<file path="config.mk">
export PLATFORM = sky130hd
export DESIGN_NAME = external_bus_arbiter
export DESIGN_NICKNAME = d
export VERILOG_FILES = /design/src/rtl/external_bus_arbiter.sv
export SDC_FILE = /design/constraint.sdc
export NUM_CORES = 1
export LEC_CHECK = 0
export BUFFER_PORTS_ARGS = -buffer_cell sky130_fd_sc_hd__buf_4
export CORE_UTILIZATION = 48
export CTS_CLUSTER_SIZE = 40
export DETAILED_ROUTE_END_ITERATION = 8
export GPL_TIMING_DRIVEN = 0
export PLACE_DENSITY = 0.82
export SYNTH_ARGS = -nofsm -noshare
export SYNTH_HDL_FRONTEND = slang
export SYNTH_SLANG_ARGS = --single-unit
</file>
<file path="constraint.sdc">
create_clock -name clk_clk -period 3.7 [get_ports clk_clk]
set_input_delay 0.37 -clock clk_clk [delete_from_list [all_inputs] [get_ports clk_clk]]
set_output_delay 0.37 -clock clk_clk [all_outputs]
set_load 0.02 [all_outputs]
</file>
<file path="src/rtl/external_bus_arbiter.sv">
// rtl/external_bus_arbiter.sv - two-master round-robin arbiter and sequencer for the 16-bit external bus
//
// Purpose: grants the shared peripheral bus to one of two masters at a time.
// It drives a single registered transaction onto the bus, then returns the
// captured read data and a one-cycle done pulse to the owning master.
//
// Optional feature macro: ARB_TIMEOUT_EN
//   When defined, a transaction is aborted after TIMEOUT_CYCLES bus cycles
//   without acknowledge. The owner then gets done and error together, with
//   zero read data. When undefined, the bus waits for acknowledge forever
//   and mN_error stays 0.
//
// Ports:
//   clk_clk, reset_reset_n          clock, asynchronous active-low reset
//   mN_request/address/byte_enable/rw/write_data   master N request and fields
//   mN_grant, mN_done, mN_error, mN_read_data      master N status and return data
//   address, bus_enable, byte_enable, rw, write_data   registered shared bus
//   acknowledge, read_data           peripheral response

module external_bus_arbiter #(
  parameter int TIMEOUT_CYCLES = 16
) (
  input  logic        clk_clk,
  input  logic        reset_reset_n,
  input  logic        m0_request,
  input  logic [18:0] m0_address,
  input  logic [1:0]  m0_byte_enable,
  input  logic        m0_rw,
  input  logic [15:0] m0_write_data,
  output logic        m0_grant,
  output logic        m0_done,
  output logic        m0_error,
  output logic [15:0] m0_read_data,
  input  logic        m1_request,
  input  logic [18:0] m1_address,
  input  logic [1:0]  m1_byte_enable,
  input  logic        m1_rw,
  input  logic [15:0] m1_write_data,
  output logic        m1_grant,
  output logic        m1_done,
  output logic        m1_error,
  output logic [15:0] m1_read_data,
  output logic [18:0] address,
  output logic        bus_enable,
  output logic [1:0]  byte_enable,
  output logic        rw,
  output logic [15:0] write_data,
  input  logic        acknowledge,
  input  logic [15:0] read_data
);

  localparam logic [0:0] IDLE = 1'b0;
  localparam logic [0:0] BUS  = 1'b1;

  // The timeout count is only 8 bits wide, so anything outside 1..255 is unusable.
  if (TIMEOUT_CYCLES < 1 || TIMEOUT_CYCLES > 255) begin : g_bad_timeout
    $error("external_bus_arbiter: TIMEOUT_CYCLES must be 1..255");
  end

  logic [0:0] state;
  logic       owner;      // 0 = master 0, 1 = master 1
  logic       last;       // master served most recently
  logic       winner;
  logic       timed_out;
  logic       finish;

  // When both masters request, the one not served last wins.
  assign winner = (m0_request && m1_request) ? ~last : m1_request;

`ifdef ARB_TIMEOUT_EN
  localparam logic [7:0] LAST_COUNT = 8'(TIMEOUT_CYCLES - 1);

  logic [7:0] count;

  // An acknowledge on the final cycle takes priority over the abort.
  assign timed_out = (state == BUS) && !acknowledge && (count == LAST_COUNT);

  always_ff @(posedge clk_clk or negedge reset_reset_n) begin
    if (!reset_reset_n) begin
      count <= 8'd0;
    end else if (state == IDLE) begin
      count <= 8'd0;
    end else if (!acknowledge && !timed_out) begin
      count <= count + 8'd1;
    end
  end
`else
  assign timed_out = 1'b0;
`endif

  assign finish = (state == BUS) && (acknowledge || timed_out);

  // Grants follow the registered strobe, so they drop with it on reset and completion.
  assign m0_grant = bus_enable & ~owner;
  assign m1_grant = bus_enable & owner;

  always_ff @(posedge clk_clk or negedge reset_reset_n) begin
    if (!reset_reset_n) begin
      state        <= IDLE;
      owner        <= 1'b0;
      last         <= 1'b1;
      address      <= 19'd0;
      bus_enable   <= 1'b0;
      byte_enable  <= 2'd0;
      rw           <= 1'b0;
      write_data   <= 16'd0;
      m0_done      <= 1'b0;
      m1_done      <= 1'b0;
      m0_error     <= 1'b0;
      m1_error     <= 1'b0;
      m0_read_data <= 16'd0;
      m1_read_data <= 16'd0;
    end else begin
      m0_done  <= 1'b0;
      m1_done  <= 1'b0;
      m0_error <= 1'b0;
      m1_error <= 1'b0;
      case (state)
        IDLE: begin
          if (m0_request || m1_request) begin
            owner       <= winner;
            address     <= winner ? m1_address     : m0_address;
            byte_enable <= winner ? m1_byte_enable : m0_byte_enable;
            rw          <= winner ? m1_rw          : m0_rw;
            write_data  <= winner ? m1_write_data  : m0_write_data;
            bus_enable  <= 1'b1;
            state       <= BUS;
          end
        end
        BUS: begin
          if (finish) begin
            bus_enable <= 1'b0;
            last       <= owner;
            state      <= IDLE;
            // Writes also capture read_data; an aborted transaction returns zero.
            if (owner) begin
              m1_done      <= 1'b1;
              m1_error     <= timed_out;
              m1_read_data <= acknowledge ? read_data : 16'h0000;
            end else begin
              m0_done      <= 1'b1;
              m0_error     <= timed_out;
              m0_read_data <= acknowledge ? read_data : 16'h0000;
            end
          end
        end
        default: state <= IDLE;
      endcase
    end
  end

endmodule

</file>
==> impl_metrics.yaml <==
outcome:
  outcome: "completed"
route:
  routed_wl_mm: 8.759
  drc: 0
  drt_pass1_iterations: 4
  drt_iter0_markers: 126
  via_per_inst: 5.173
  vias: 2923
  routedWlPerCell_um: 15.50
  ant_nets: 0
logic_synthesis:
  yosysTopAreaCellShare_pct: 58.73
  postSynthCellCount: 300
  synth-seq-cells: 76
  synthTopCellsByArea: "dfrtp_1 59%, a21oi_1 12%, mux2_2 8.1%"
  synth-simple-area-share_pct: 10.38
  synth_cell_types: 25
  synth_top_family_by_area: "compound AO/OA/AOI/OAI gates"
  synth_xor_area_share_pct: 0
  syn_avg_cell_area_sq_um: 10.65
  synth_fa_ha_area_share_pct: 0
  ys_seq_area_share_pct: 59.55
  yosys_warnings: 0
  async_reset_ff_share_pct: 100.0
  synth_edf_count: 0
  yosysMostFrequentCell: "a21oi_1"
  synth_compound_area_share_pct: 13.55
  synth_flop_cell: "dfrtp_1"
  mappedNetlistArea_sq_mm: 0.003196
  yosysTopAreaCell: "dfrtp_1"
  synth_mux_area_share_pct: 12.33
  ys_top_cells_by_count: "76 x a21oi_1, 75 x dfrtp_1, 41 x nand2_1"
die:
  core-area_sq_mm: 0.006386
  top_level_ports: 174
  row_count: 29
  die_y_um: 83.60
  start_util_pct: 50.04
  dieWidth_um: 83.60
  die-area_sq_mm: 0.006988
timing:
  setup_tns_ps: 0
  fin_crit_sh_pct: 45.39
  min_period_ps: 1679
  worst_pin_slew_ps: 949.4
  max_freq_mhz: 595.4
  relSlewSlack_pct: 36.71
  clock_skew_ps: 10.52
  setup_viol: 0
  rsz0062_at_grt: "no"
  drv_slew: 0
  finalHoldViolations: 0
setup_path:
  critPathLaunchType: "flop"
  crit_slowest_cell: "dfstp_2"
  endpoint_kind: "flop"
  path_max_fanout: 10
  max_stage_delay_ps: 560
  worstSetupPathType: "reg -> reg"
  required_ps: 3970
  crit_path_cell_trace: "a21bo_2 -> buf_2 -> clkbuf_1 -> nand2_1 -> a21oi_1"
  critPathArrivalTime_ps: 1950
clock_tree:
  insertion_delay_ps: 350
  htree_levels: 3
  clockBufferDepth: 2
  cts_made_buffers: 9
  clkTransAtPathRegs_ps: 90
  cts_resized: 0
  cts_root_buf: "clkbuf_8"
  cts_hold_buf: 0
  post-cts-setup-buffers: 0
  clock-sinks: 76
  tritoncts: "yes"
global_routing:
  grt_pass1_wl_mm: 14.48
  grt_pass1_vias: 3086
  grt-ovfl-total: 0
  grt_use_total_pct: 26.37
  grt_max_degree: 77
  antenna_found_initial: 0
cells_and_area:
  finalNonFillerCells: 565
  seqCellArea_sq_mm: 0.001903
  syn_to_final_growth_pct: 48.98
  fill_cells: 483
  nNetsFinal: 580
  antenna_cells: 0
  drive_gt1_share_pct: 48.16
  multi_input_area_sq_mm: 0.001166
power_and_ir_drop:
  vdd_ir_drop_max_uv: 486.6
  power_density_mw_per_mm2: 815.5
  leakage_nw: 2.388
placement:
  dp_hpwl_mm: 6.476
  port-buffer-count: 171
  place.gp.congestion: 0.7776
  dp_cells: 549
flow_run:
  maxCapViolations: 0
min_path:
  hold_class: "in -> async"
-- critical path, delay by kind of cell (launching register included) --
| family | cells | cell delay [ps] |
|---|---|---|
| buf+inv | 2 | 650 |
| flops | 1 | 560 |
| compound gates | 2 | 290 |
| simple gates | 1 | 120 |
-- cell families after synthesis --
family	count (synthesis)
and+or+nand+nor	84
AOI/OAI and AO/OA	83
DFF	76
muxes	32
buffers and inverters	24
other	1
-- sequential cells by signal, indices dropped and copies added (netlist names) --
| name | count |
|---|---|
| address | 19 |
| bus_enable | 1 |
| byte_enable | 2 |
| last | 1 |
| m0_done | 1 |
| m0_read_data | 16 |
| m1_done | 1 |
| m1_read_data | 16 |
| owner | 1 |
| rw | 1 |
| state | 1 |
| write_data | 16 |
-- metal layers --
layer / global-route usage [%] / share of wire, % / routed length [um] / vias up
li1: - / - / - / 1369
met1: 32.23 / 40 / 3490 / 1411
met2: 44.57 / 51 / 4490 / 115
met3: 5.440 / 5.6 / 488 / 28
met4: 12.79 / 3.3 / 289 / 0
met5: 0 / 0 / 0 / -
-- power breakdown --
group / switching (mW) / internal (mW)
clock: 0.334 / 0.253
sequential: 0.217 / 1.21
combinational: 1.00 / 0.868
-- final timing paths --
kind / startpoint / end / slack, ps / cells after the start
max: last / address[9] / 2020 / 5
min: reset_reset_n / rw / 150 / 1
max reg2reg: last / address[9] / 2020 / 5
min reg2reg: last / last / 480 / 2
max in group asynchronous: reset_reset_n / address[12] / 2920 / 1
min in group clk_clk: acknowledge / state / 240 / 2
-- placed cells by master, fill, tap and decap left out, drive strengths merged --
cell and instances:
buf 182, dfstp 1, dfrtp 75, clkbuf 19
o21ba 1, a21bo 1, nor2b 1, o21bai 1
inv 6, conb 2, clkinv 2, a21oi 76
nand3 1, mux2 32, and2 1, nor2 38
o21a 1, clkinvlp 2, a21boi 1, o21ai 2
nand2 42, or2 1
-- per-stage QoR --
stage,utilization [%],area [sq um],hold WS [ps],worst slack (ps),power (mW)
6_report,74.55,4761,145.7,2021,3.882
5_1_grt,74.55,4761,238.3,1878,4.098
4_1_cts,74.55,4761,195.1,2015,3.907
3_5_place_dp,71.71,4579,467.5,2022,3.317
3_3_place_gp,71.71,4579,463.1,2067,3.255
2_1_floorplan,-,3199,74.41,2337,2.442
-- final cells by class --
cell class	instances	area share [%]
buffer	21	2.497
clock inverter	7	1.209
tap	77	2.024
inverter	3	0.2365
multi-input combinational	201	24.49
clock buffer	9	2.602
sequential	76	39.97
timing repair buffer	171	26.96
(Power assumes the default switching activity.)
